### src/rtl/kmap_scan_ctrl_if.sv
// Bundle of scan-controller signals: control inputs, function probe, and scan results.
// The master side drives the request and evaluates f; the slave side is the controller.
interface kmap_scan_ctrl_if;
    logic       start;
    logic       abort;
    logic [1:0] settle;
    logic [7:0] expected;
    logic [2:0] abc;
    logic       f;
    logic       busy;
    logic       done;
    logic [7:0] truth_table;
    logic       match;
    logic [3:0] ones_count;

    modport master (
        output start, abort, settle, expected, f,
        input  abc, busy, done, truth_table, match, ones_count
    );

    modport slave (
        input  start, abort, settle, expected, f,
        output abc, busy, done, truth_table, match, ones_count
    );
endinterface

### src/rtl/kmap_scan_ctrl.sv
// Walks {A,B,C} through all eight minterms of a 3-input function, captures f into a
// truth table, and compares it against a latched golden table.
module kmap_scan_ctrl (
    input logic        clk,
    input logic        reset,
    kmap_scan_ctrl_if.slave bus
);

    typedef enum logic [1:0] {
        IDLE  = 2'd0,
        APPLY = 2'd1,
        DONE  = 2'd2
    } state_t;

    state_t      state_r;
    state_t      next_state_s;
    logic [2:0]  index_r;
    logic [1:0]  wait_r;
    logic [1:0]  settle_r;
    logic [7:0]  expected_r;
    logic [7:0]  truth_table_r;
    logic        match_r;
    logic [3:0]  ones_count_r;

    logic        start_go_s;
    logic        sample_s;
    logic        last_s;
    logic [7:0]  tt_sampled_s;

    function automatic logic [3:0] count_ones(input logic [7:0] v);
        logic [3:0] n;
        n = 4'd0;
        for (int i = 0; i < 8; i++) begin
            n = n + {3'd0, v[i]};
        end
        return n;
    endfunction

    // Scan qualifiers; abort suppresses the sample so a cancelled minterm stays 0.
    always_comb begin
        start_go_s   = (state_r == IDLE) && bus.start && !bus.abort;
        sample_s     = (state_r == APPLY) && !bus.abort && (wait_r == settle_r);
        last_s       = sample_s && (index_r == 3'd7);
        tt_sampled_s = truth_table_r;
        tt_sampled_s[index_r] = bus.f;
    end

    // State register.
    always_ff @(posedge clk) begin
        if (reset) begin
            state_r <= IDLE;
        end else begin
            state_r <= next_state_s;
        end
    end

    // Next-state decode.
    always_comb begin
        next_state_s = state_r;
        case (state_r)
            IDLE: begin
                if (start_go_s) begin
                    next_state_s = APPLY;
                end else begin
                    next_state_s = IDLE;
                end
            end
            APPLY: begin
                if (bus.abort) begin
                    next_state_s = IDLE;
                end else if (last_s) begin
                    next_state_s = DONE;
                end else begin
                    next_state_s = APPLY;
                end
            end
            DONE: begin
                next_state_s = IDLE;
            end
            default: begin
                next_state_s = IDLE;
            end
        endcase
    end

    // Scan datapath: index/hold counter, capture, and result registers.
    always_ff @(posedge clk) begin
        if (reset) begin
            index_r       <= 3'd0;
            wait_r        <= 2'd0;
            settle_r      <= 2'd0;
            expected_r    <= 8'd0;
            truth_table_r <= 8'd0;
            match_r       <= 1'b0;
            ones_count_r  <= 4'd0;
        end else if (start_go_s) begin
            index_r       <= 3'd0;
            wait_r        <= 2'd0;
            settle_r      <= bus.settle;
            expected_r    <= bus.expected;
            truth_table_r <= 8'd0;
            match_r       <= 1'b0;
        end else if (sample_s) begin
            truth_table_r <= tt_sampled_s;
            wait_r        <= 2'd0;
            if (last_s) begin
                match_r      <= (tt_sampled_s == expected_r);
                ones_count_r <= count_ones(tt_sampled_s);
            end else begin
                index_r <= index_r + 3'd1;
            end
        end else if ((state_r == APPLY) && !bus.abort) begin
            wait_r <= wait_r + 2'd1;
        end else if (state_r == APPLY) begin
            index_r <= 3'd0;
            wait_r  <= 2'd0;
        end else begin
            index_r <= index_r;
        end
    end

    // Outputs decoded from the registered state only, so f never reaches an output combinationally.
    always_comb begin
        bus.abc  = 3'd0;
        bus.busy = 1'b0;
        bus.done = 1'b0;
        case (state_r)
            APPLY: begin
                bus.abc  = index_r;
                bus.busy = 1'b1;
            end
            DONE: begin
                bus.done = 1'b1;
            end
            default: begin
                bus.abc = 3'd0;
            end
        endcase
    end

    assign bus.truth_table = truth_table_r;
    assign bus.match       = match_r;
    assign bus.ones_count  = ones_count_r;

endmodule

### src/flat_wrapper.sv
// flat-port wrapper written by rule: the top's interface ports become plain ports
module kmap_scan_ctrl_flat 
  (clk, reset, bus_start, bus_abort, bus_settle, bus_expected, bus_f, bus_abc, bus_busy, bus_done, bus_truth_table, bus_match, bus_ones_count);
  kmap_scan_ctrl_if bus_i ();
  input logic clk;
  input logic reset;
  input wire logic [$bits(bus_i.start)-1:0] bus_start;
  input wire logic [$bits(bus_i.abort)-1:0] bus_abort;
  input wire logic [$bits(bus_i.settle)-1:0] bus_settle;
  input wire logic [$bits(bus_i.expected)-1:0] bus_expected;
  input wire logic [$bits(bus_i.f)-1:0] bus_f;
  output wire logic [$bits(bus_i.abc)-1:0] bus_abc;
  output wire logic [$bits(bus_i.busy)-1:0] bus_busy;
  output wire logic [$bits(bus_i.done)-1:0] bus_done;
  output wire logic [$bits(bus_i.truth_table)-1:0] bus_truth_table;
  output wire logic [$bits(bus_i.match)-1:0] bus_match;
  output wire logic [$bits(bus_i.ones_count)-1:0] bus_ones_count;
  assign bus_i.start = bus_start;
  assign bus_i.abort = bus_abort;
  assign bus_i.settle = bus_settle;
  assign bus_i.expected = bus_expected;
  assign bus_i.f = bus_f;
  assign bus_abc = bus_i.abc;
  assign bus_busy = bus_i.busy;
  assign bus_done = bus_i.done;
  assign bus_truth_table = bus_i.truth_table;
  assign bus_match = bus_i.match;
  assign bus_ones_count = bus_i.ones_count;
  kmap_scan_ctrl u_core (.clk(clk), .reset(reset), .bus(bus_i));
endmodule
### config.mk
export PLATFORM = sky130hd
export DESIGN_NAME = kmap_scan_ctrl_flat
export DESIGN_NICKNAME = d
export VERILOG_FILES = /design/src/rtl/kmap_scan_ctrl_if.sv /design/src/rtl/kmap_scan_ctrl.sv /design/src/flat_wrapper.sv
export SDC_FILE = /design/constraint.sdc
export NUM_CORES = 1
export LEC_CHECK = 0
export CAP_MARGIN = 15
export CORE_ASPECT_RATIO = 0.9
export CORE_MARGIN = 5
export CORE_UTILIZATION = 55
export DETAILED_ROUTE_END_ITERATION = 8
export PLACE_DENSITY = 0.89
export SLEW_MARGIN = 20
export SYNTH_ARGS = -nofsm -noshare
export SYNTH_HDL_FRONTEND = slang
export SYNTH_SLANG_ARGS = --single-unit
### constraint.sdc
create_clock -name clk -period 9.4 [get_ports clk]
set_clock_uncertainty 0.1 [all_clocks]
set_input_delay 1.41 -clock clk [delete_from_list [all_inputs] [get_ports clk]]
set_output_delay 1.41 -clock clk [all_outputs]
set_load 0.05 [all_outputs]
# ---- Word level (Yosys, flattened, before mapping)
# Index checks and enable logic that the tools add are counted.
dict set report op_classes {
  order_cmp 2
  bitwise_logic 1
  eq_ne 7
  add_sub_neg 9
  mux 16
  reduce_logical 15
}
# cell n
set ops {}
lappend ops {{$add A4 B1 Y4} 6}
lappend ops {{$mux W3} 5}
lappend ops {{$bwmux W8} 1}
lappend ops {{$eq A8 B8 Y1} 1}
lappend ops {{$mux W2} 4}
lappend ops {{$logic_and A1 B1 Y1} 6}
lappend ops {{$reduce_and A3 Y1} 2}
lappend ops {{$lt A3 B4 Y1 const B} 1}
lappend ops {{$mux W1} 4}
lappend ops {{$pmux W2 S2} 1}
lappend ops {{$reduce_bool A2 Y1} 2}
lappend ops {{$add A3 B1 Y3 const B} 1}
lappend ops {{$demux W1 S3} 1}
lappend ops {{$eq A3 B3 Y1 const B} 1}
lappend ops {{$ge A3 B1 Y1 const B} 1}
lappend ops {{$reduce_or A3 Y1} 1}
lappend ops {{$add A1 B1 Y2} 1}
lappend ops {{$add A2 B1 Y2 const B} 1}
lappend ops {{$eq A2 B1 Y1 const B} 1}
lappend ops {{$eq A2 B2 Y1} 1}
lappend ops {{$eq A2 B2 Y1 const B} 1}
lappend ops {{$logic_not A2 Y1} 1}
lappend ops {{$ne A2 B1 Y1 const B} 1}
lappend ops {{$ne A2 B2 Y1 const B} 1}
lappend ops {{other kinds (4)} 4}
dict set report word_totals {
  word_cells 58
  out_inout_bits 18
  regBits 30
}

# ---- Longest topological paths before layout
# Gate-level depths: netlist of run 1.
dict set report logic_depth {
  ltp_word 12
  mapped_depth 13
  ltp_nobuf 12
}

# ---- Worst setup path before layout of run 1
# No wires, ideal clock.
dict set report synth_path {
  path_kind {input to register}
  start {input port bus_f}
  end {register u_core.ones_count_r[1] (netlist: u_core.bus.ones_count[1])}
  stages 10
  arrival_time_ps 4389
  path_buffers 2
  setup_time_ps 91
  slack_ps 4821
  cell_sequence {buf_2 > clkbuf_1 > mux2_2 > ha_1 > fa_1 > fa_1 > fa_1 > inv_1 > fa_1 > a311oi_1}
}
dict set report synth_via {
  elab_chain_len 8
}
# element line_no
set synth_rtl {}
lappend synth_rtl {{from (decl)} flat_wrapper.sv:11} ;# input wire logic [$bits(bus_i.f)-1:0] bus_f;
lappend synth_rtl {{$bwmux W8} kmap_scan_ctrl.sv:45} ;# tt_sampled_s[index_r] = bus.f;
lappend synth_rtl {{net u_core.tt_sampled_s[0]} kmap_scan_ctrl.sv:28} ;# logic [7:0] tt_sampled_s;
lappend synth_rtl {{$add A1 B1 Y2} kmap_scan_ctrl.sv:34} ;# n = n + {3'd0, v[i]};
lappend synth_rtl {{$add A4 B1 Y4 (6 in series)} kmap_scan_ctrl.sv:34}
lappend synth_rtl {{to (signal assigned)} kmap_scan_ctrl.sv:108} ;# ones_count_r <= count_ones(tt_sampled_s);
lappend synth_rtl {{to (decl)} kmap_scan_ctrl.sv:23} ;# logic [3:0] ones_count_r;
# The timed path passes the listed nets, and every way through them passes these cells.
# A chain may end at the register's enable or synchronous reset.

# ---- Worst setup path in the final report of run 1
# Ends and elaborated chain as after synthesis.

==> results of run 1 <==
[report_power, final]
group,internal [mW],switching [mW],total (mW)
clock,0.0495,0.0471,0.0966
sequential,0.130,0.00306,0.133
combinational,0.0153,0.0169,0.0322
total,0.195,0.0670,0.262
[registers in the layout (all words and copies together), names as in the netlist]
name / flops
u_core.bus.truth_table: 8
u_core.state_r: 2
u_core.index_r: 3
u_core.settle_r: 2
u_core.expected_r: 8
u_core.bus.match: 1
u_core.bus.ones_count: 4
u_core.wait_r: 2
[area by class of cell]
class	instances	area (um2)
Clock buffer	5	68.82
Clock inverter	2	10.01
Fill cell	255	909.6
Inverter	8	30.03
Multi-Input combinational cell	156	1131
Sequential cell	30	600.6
Tap cell	42	52.55
Timing Repair Buffer	34	335.3
[synthesized netlist by cell type, types with 2 or more instances]
cell	n
nand3b_1	4
nor3_1	4
nor3b_1	4
clkbuf_1	2
dfxtp_1	30
buf_4	4
nor2_1	17
inv_1	8
nand3_1	5
and2_1	5
nor2b_1	4
nor4b_1	2
xnor2_1	4
buf_6	2
mux2i_1	13
buf_2	3
nand2_1	28
mux2_2	6
fa_1	4
a21oi_1	18
o21ai_0	3
ha_1	5
nand4b_1	2
a211oi_1	4
xor2_1	5
[worst reg2reg max path, cell delays in order (launching register included)]
cell and delay (ps):
dfxtp_1 720, nor3b_4 330, mux2i_1 320, inv_1 90, ha_1 300, fa_1 580, fa_1 450, fa_1 390
inv_1 80, fa_1 420, a311oi_1 250
[final timing paths]
check / to / slack, ps / cells after the start
max: u_core.bus.ones_count[1] / 4390 / 10
min: u_core.bus.ones_count[2] / 360 / 2
max reg2reg: u_core.bus.ones_count[1] / 5280 / 10
min reg2reg: u_core.bus.ones_count[2] / 360 / 2
[per-layer routing]
layer	vias to the layer above	part of all wire (%)	GRT usage, %
met5	-	0	0
met4	0	1.7	9.155
met3	7	5.1	4.791
met2	39	50	32.99
met1	738	44	21.85
li1	775	-	-
[cells by family (layout without fill, tap and decap cells)]
logic type      Yosys count  after routing  share of synthesized area, %
xor+xnor                  9              9                         4.297
buf+inv                  20             49                         5.934
fa+ha+maj                 9              9                         7.776
mux                      19             19                         10.78
simple gates             84             84                         25.24
compound gates           35             35                         13.23
flops                    30             30                         32.74
==> results_dict.tcl, run 1 <==
set metrics [dict create \
    cp.arrival_ps 5100 \
    drive_gt1_share_pct 10.21 \
    path_class "input port to flop" \
    critical_path.top_delay_family "adder cells" \
    insertion_delay_ps 290 \
    total_power_mw 0.2615 \
    p_leak_nw 0.8225 \
    final_core_util_pct 71.01 \
    end_kind "flop" \
    cts_tree "yes" \
    tightest_slew_ps 678.8 \
    grt-ovfl-total 0 \
    fp.dieW_um 70.88 \
    avgRoutedWirePerCell_um 15.10 \
    antennaDiodeCount 0 \
    status "finished, final reports clean" \
    dr.first_iter.drc_count 84 \
    post_dp_cell_area_um2 2150 \
    cts_num_sinks 30 \
    synth_nets 230 \
    max_stage_delay_ps 720 \
    synth-main-ff-cell "dfxtp_1" \
    timing.rr.start "u_core.index_r[0]" \
    whs_ps 361.5 \
    design_area_um2 2228 \
    antenna_found_initial 0 \
    max-vdd-ir-drop_mv 0.1074 \
    wl_um 4184 \
    cts.htree.levels 2 \
    synth_cell_types 45 \
    finalWorstSetupSlack_ps 4390 \
    grt_pass1_vias 1494 \
    async_flop_share_pct 0 \
    start_util_pct 58.45 \
    slew_violations 0 \
    via_count 1559 \
    synth_top_area_share_pct 32.74 \
    hp-start "u_core.bus.ones_count[2]" \
    dieArea_um2 4592 \
    setup_viol 0 \
    layout.cells.non_filler 277 \
    fp-row-count 19 \
    ant_nets 0 \
    num_io_pins 33 \
    clockBufferDepth 2 \
    synth_cells 206 \
    crit_fanout 18 \
    syn-cell-area_um2 1834 \
    root_buffer "clkbuf_8" \
    period_share_pct 53.30 \
    crit_top_cell "fa_1" \
    crit_start "bus_f" \
    hp-class "flop to flop" \
    cts_hold_buf 0 \
    slew_headroom_pct 54.60 \
    rsz0062_at_grt "no" \
    drc 0 \
    preCtsSetupSlack_ps 4072 \
    postCtsSetupBuffers 0 \
    crit_required_ps 9490 \
    core_um2 3138 \
    setup_tns_ps 0 \
    synth_edf_count 0 \
    dp_hpwl_um 3139 \
    routabilityCongestion 0.8236 \
    cap_violations 0 \
    drt-pass1-iter-count 6 \
    grt_max_degree 21 \
    critPathLaunchType "input port" \
    hold_viol 0 \
    via_per_inst 5.628 \
    cp_slowest_cell "clkdlybuf4s50_1" \
    fmax_ghz 0.1996 \
    final_common_cell "clkdlybuf4s50_1" \
    grt_use_total_pct 18.99 \
    ys_warn_count 0 \
    grt_pass1_wl_um 6858 \
    p_per_area_nw_per_um2 117.4 \
    ys_ff_latch 30 \
    die_h_um 64.79 \
    seq_area_frac_synth_pct 32.74 \
    finalCriticalPeriod_ps 5010 \
    fin_nets 259 \
    syn2layout_area_growth_pct 21.49 \
    crit_chain "clkdlybuf4s50_1 -> mux2i_1 -> inv_1 -> ha_1 -> fa_1 -> fa_1 -> fa_1 -> inv_1 -> fa_1 -> a311oi_1" \
    io_buffers 32 \
    final_cell_mix "clkdlybuf4s50_1 (32), dfxtp_1 (30), nand2_1 (28), a21oi_1 (18), nor2_1 (17)" \
    critPathBufInv 3 \
    place_inst 270 \
    avgSynthCellArea_um2 8.904 \
    yosys.area.top_type "dfxtp_1" \
    cts_resized 0 \
    cts_made_buffers 5 \
    cts.clk_slew.worst_paths_ps 60 \
    synth_area_leaders "dfxtp_1 (33%), mux2i_1 (7.1%), nand2_1 (5.7%), a21oi_1 (4.9%), fa_1 (4.4%)" \
]
(Power assumes the default switching activity.)
==> inputs of run 2 (changes only) <==
- CORE_UTILIZATION: 55 -> 52
- PLACE_DENSITY: 0.89 -> 0.85
- clock period: 9.4 -> 5.22 ns (I/O delays scaled with it)
==> run 2 against run 1 <==
  * Clock power is 99% higher
  * Largest cell class unchanged
  * Count of clock-buffer cells in the layout rose by 1
  * Critical path depth increased by 1
==> results_dict.tcl, run 2 (synthesis results as in run 1) <==
set metrics [dict create \
    insertion_delay_ps 280 \
    crit_required_ps 5300 \
    dp_hpwl_um 2972 \
    place_inst 273 \
    hp-class "flop to flop" \
    routabilityCongestion 0.8504 \
    crit_start "bus_f" \
    drc 0 \
    clockBufferDepth 2 \
    drt-pass1-iter-count 4 \
    path_class "input port to flop" \
    final_common_cell "clkdlybuf4s50_1" \
    cts_hold_buf 0 \
    status "finished, final reports clean" \
    cp.arrival_ps 4170 \
    p_leak_nw 0.8307 \
    cts_made_buffers 5 \
    slew_violations 0 \
    setup_viol 0 \
    period_share_pct 78.32 \
    antennaDiodeCount 0 \
    dr.first_iter.drc_count 57 \
    final_cell_mix "clkdlybuf4s50_1 (32), dfxtp_1 (30), nand2_1 (28), a21oi_1 (18), nor2_1 (17)" \
    fp-row-count 20 \
    rsz0062_at_grt "no" \
    hp-start "u_core.bus.ones_count[2]" \
    end_kind "flop" \
    grt_pass1_vias 1560 \
    p_per_area_nw_per_um2 217.2 \
    critical_path.top_delay_family "adder cells" \
    cap_violations 0 \
    cts.clk_slew.worst_paths_ps 70 \
    crit_top_cell "fa_1" \
    num_io_pins 33 \
    crit_fanout 18 \
    core_um2 3378 \
    layout.filler_cells 288 \
    start_util_pct 54.30 \
    die_h_um 66.35 \
    timing.rr.start "u_core.index_r[0]" \
    syn2layout_area_growth_pct 22.92 \
    slew_headroom_pct 56.45 \
    cp_slowest_cell "fa_1" \
    cts.htree.levels 2 \
    hold_viol 0 \
    drive_gt1_share_pct 10.97 \
    io_buffers 32 \
    crit_chain "clkdlybuf4s50_1 -> buf_4 -> mux2i_1 -> inv_1 -> ha_1 -> fa_1 -> fa_1 -> fa_1 -> inv_1 -> fa_1 -> a311oi_1" \
    max_stage_delay_ps 570 \
    cts_resized 0 \
    critPathBufInv 4 \
    via_per_inst 5.569 \
    critPathLaunchType "input port" \
    fp.dieW_um 72.61 \
    preCtsSetupSlack_ps 822.0 \
    dieArea_um2 4817 \
    r2r_setup_slack_ps 1160 \
    finalWorstSetupSlack_ps 1132 \
    grt-ovfl-total 0 \
    grt_pass1_wl_um 6851 \
    layout.cells.non_filler 281 \
    fin_nets 260 \
    postCtsSetupBuffers 0 \
    root_buffer "clkbuf_8" \
    ant_nets 0 \
    tightest_slew_ps 651.1 \
    grt_use_total_pct 18.31 \
    antenna_found_initial 0 \
    fmax_ghz 0.2446 \
    grt_max_degree 21 \
    setup_tns_ps 0 \
    cts_num_sinks 30 \
    finalCriticalPeriod_ps 4088 \
    max-vdd-ir-drop_mv 0.2263 \
    wl_um 4052 \
    avgRoutedWirePerCell_um 14.42 \
    via_count 1565 \
    cts_tree "yes" \
]
[run 2: cell count changes in the layout (fill, tap and decap cells not counted), sizes merged]
cell      delta
clkinvlp     +1
buf          +1
clkinv       -1
clkbuf       +1
[run 2: final timing paths]
kind,endpoint,cells past startpoint
max,u_core.bus.ones_count[1],11
min reg2reg,u_core.bus.ones_count[2],2
max reg2reg,u_core.bus.ones_count[1],10
min,u_core.bus.ones_count[2],2
[run 2: per-layer routing]
metal | share of wire, % | up-vias | track usage [%]
li1 | - | 778 | -
met1 | 44 | 728 | 22.00
met3 | 6.0 | 12 | 4.711
met5 | 0 | - | 0
met4 | 3.5 | 0 | 10.37
met2 | 47 | 47 | 29.39
[run 2: worst min-delay path: cells and delay by family, from the launching register on]
kind,cells,cell delay (ps)
and+or+nand+nor,1,50
DFF,1,310
AOI/OAI and AO/OA,1,50
[run 2: layout make-up]
class / instances / area (um2) / share of cell area (%)
clock inverter: 2 / 12.51 / 0.5549
clock buffer: 6 / 82.58 / 3.663
sequential: 30 / 600.6 / 26.64
timing repair buffer: 35 / 342.8 / 15.21
multi-input combinational: 156 / 1131 / 50.17
inverter: 8 / 30.03 / 1.332
tap: 44 / 55.05 / 2.442
[run 2: report_power, final]
group / internal, mW / switching, mW / leakage [nW]
clock: 0.106 / 0.0868 / 0.0472
sequential: 0.234 / 0.00558 / 0.243
combinational: 0.0279 / 0.0301 / 0.541
total: 0.367 / 0.122 / 0.831
[run 2: stage by stage]
stage / total power [mW] / hold WS [ps] / util, % / area (um2)
after global placement: 0.3006 / 345.5 / 63.93 / 2160
after floorplan: 0.2811 / 347.8 / - / 1834
after detailed placement: 0.3020 / 345.4 / 63.93 / 2160
after global routing: 0.5104 / 395.3 / 66.74 / 2255
final: 0.4896 / 357.6 / 66.74 / 2255
after CTS: 0.4943 / 362.0 / 66.74 / 2255
==> inputs of run 3 (changes only) <==
- CORE_UTILIZATION: 52 -> 47
- PLACE_DENSITY: 0.85 -> 0.82
- clock period: 5.22 -> 3.5 ns (I/O delays scaled with it)
==> run 3 against run 2 <==
  * Total power rose by 50%
  * Core utilization fell by 1.7 points
  * Worst hold slack barely moved
  * Setup slack got worse by 1100 ps
  * Via count rose by 3.8%
  * Critical path depth fell by 2
  * Cell area rose by 8.4%
  * Sequential power rose by 48%
  * Largest cell class unchanged
==> results_dict.tcl, run 3 (synthesis results as in run 1) <==
set metrics [dict create \
    status "finished, final reports clean" \
    cts_tree "yes" \
    cts_made_buffers 5 \
    core_um2 3757 \
    syn2layout_area_growth_pct 33.22 \
    crit_fanout 3 \
    slew_headroom_pct 53.64 \
    drive_gt1_share_pct 20.31 \
    setup_tns_ps 0 \
    final_cell_mix "clkdlybuf4s50_1 (32), nand2_1 (28), dfxtp_1 (27), buf_4 (22), a21oi_1 (18)" \
    final_core_util_pct 65.04 \
    io_buffers 32 \
    ant_nets 0 \
    grt_pass1_vias 1690 \
    p_per_area_nw_per_um2 300.3 \
    crit_required_ps 3590 \
    fp-row-count 21 \
    grt-ovfl-total 0 \
    avgRoutedWirePerCell_um 14.79 \
    antenna_found_initial 0 \
    rsz0062_at_grt "yes" \
    die_h_um 69.27 \
    period_share_pct 99.38 \
    drc 0 \
    hold_viol 0 \
    cts_num_sinks 30 \
    fmax_ghz 0.2875 \
    setup_viol 0 \
    tightest_slew_ps 693.2 \
    insertion_delay_ps 280 \
    dr.first_iter.drc_count 72 \
    post_dp_cell_area_um2 2256 \
    dieArea_um2 5254 \
    clockBufferDepth 2 \
    wl_um 4466 \
    dp_hpwl_um 3282 \
    routabilityCongestion 0.8265 \
    antennaDiodeCount 0 \
    via_count 1625 \
    grt_max_degree 21 \
    cts.clk_slew.worst_paths_ps 60 \
    end_kind "flop" \
    cap_violations 0 \
    max-vdd-ir-drop_mv 0.2792 \
    finalCriticalPeriod_ps 3478 \
    via_per_inst 5.381 \
    r2r_setup_slack_ps 50 \
    hp-class "flop to flop" \
    design_area_um2 2444 \
    slew_violations 0 \
    num_io_pins 33 \
    final_common_cell "clkdlybuf4s50_1" \
    grt_use_total_pct 18.68 \
    regArea_um2 611.8 \
    root_buffer "clkbuf_8" \
    start_util_pct 48.82 \
    cts.htree.levels 2 \
    fin_nets 279 \
    multi_input_area_um2 1167 \
    fp.dieW_um 75.85 \
    total_power_mw 0.7338 \
    drt-pass1-iter-count 4 \
    p_leak_nw 0.9430 \
    critPathLaunchType "input port" \
    layout.filler_cells 319 \
    grt_pass1_wl_um 7672 \
    path_class "input port to flop" \
    cp.arrival_ps 3570 \
]
run 3: layer usage:
metal  routed length (um)  part of all wire, %  GRT usage [%]  vias up
met2                 2206                   49          29.85       38
met3                  265                  5.9          7.246        3
met5                    0                    0              0        -
li1                     -                    -              -      817
met4                   38                 0.85          6.019        0
met1                 1955                   44          22.55      767
run 3: critical path, stage by stage:
cell,delay [ps]
clkdlybuf4s50_1,450
mux2_4,300
ha_4,240
fa_1,510
fa_1,440
fa_2,370
inv_2,60
fa_1,420
a311oi_2,250
run 3: worst paths after layout:
path	startpoint	to	cells after the start
min reg2reg	u_core.bus.ones_count[3]	u_core.bus.ones_count[3]	2
max	bus_f	u_core.bus.ones_count[1]	9
min	u_core.bus.ones_count[3]	u_core.bus.ones_count[3]	2
max reg2reg	u_core.index_r[2]	u_core.bus.ones_count[1]	9
run 3: power breakdown:
part           total, mW  internal, mW  switching (mW)
clock              0.287         0.158           0.128
sequential         0.354         0.346         0.00779
combinational     0.0931        0.0468          0.0463
run 3: through the flow:
| stage | hold slack (ps) | setup slack [ps] | std cells |
|---|---|---|---|
| 3_3_place_gp | 342.6 | -222.7 | 285 |
| 5_1_grt | 389.9 | -56.26 | 302 |
| 6_report | 357.5 | 21.62 | 302 |
| 2_1_floorplan | 347.8 | 11.02 | 206 |
| 4_1_cts | 362.5 | -11.53 | 297 |
| 3_5_place_dp | 351.0 | -277.5 | 285 |
run 3: layout make-up:
class | count | area share [%]
Clock buffer | 7 | 3.533
Clock inverter | 1 | 0.2048
Inverter | 8 | 1.229
Multi-Input combinational cell | 156 | 47.77
Sequential cell | 30 | 25.04
Tap cell | 46 | 2.355
Timing Repair Buffer | 54 | 19.87
run 3: what timing repair did:
action,CTS,global route
hold buffers,0,0
gates resized for setup,7,2
buffers inserted,4,5
pin swaps,4,2
setup endpoints to repair,2,2
hold endpoints to repair,0,0
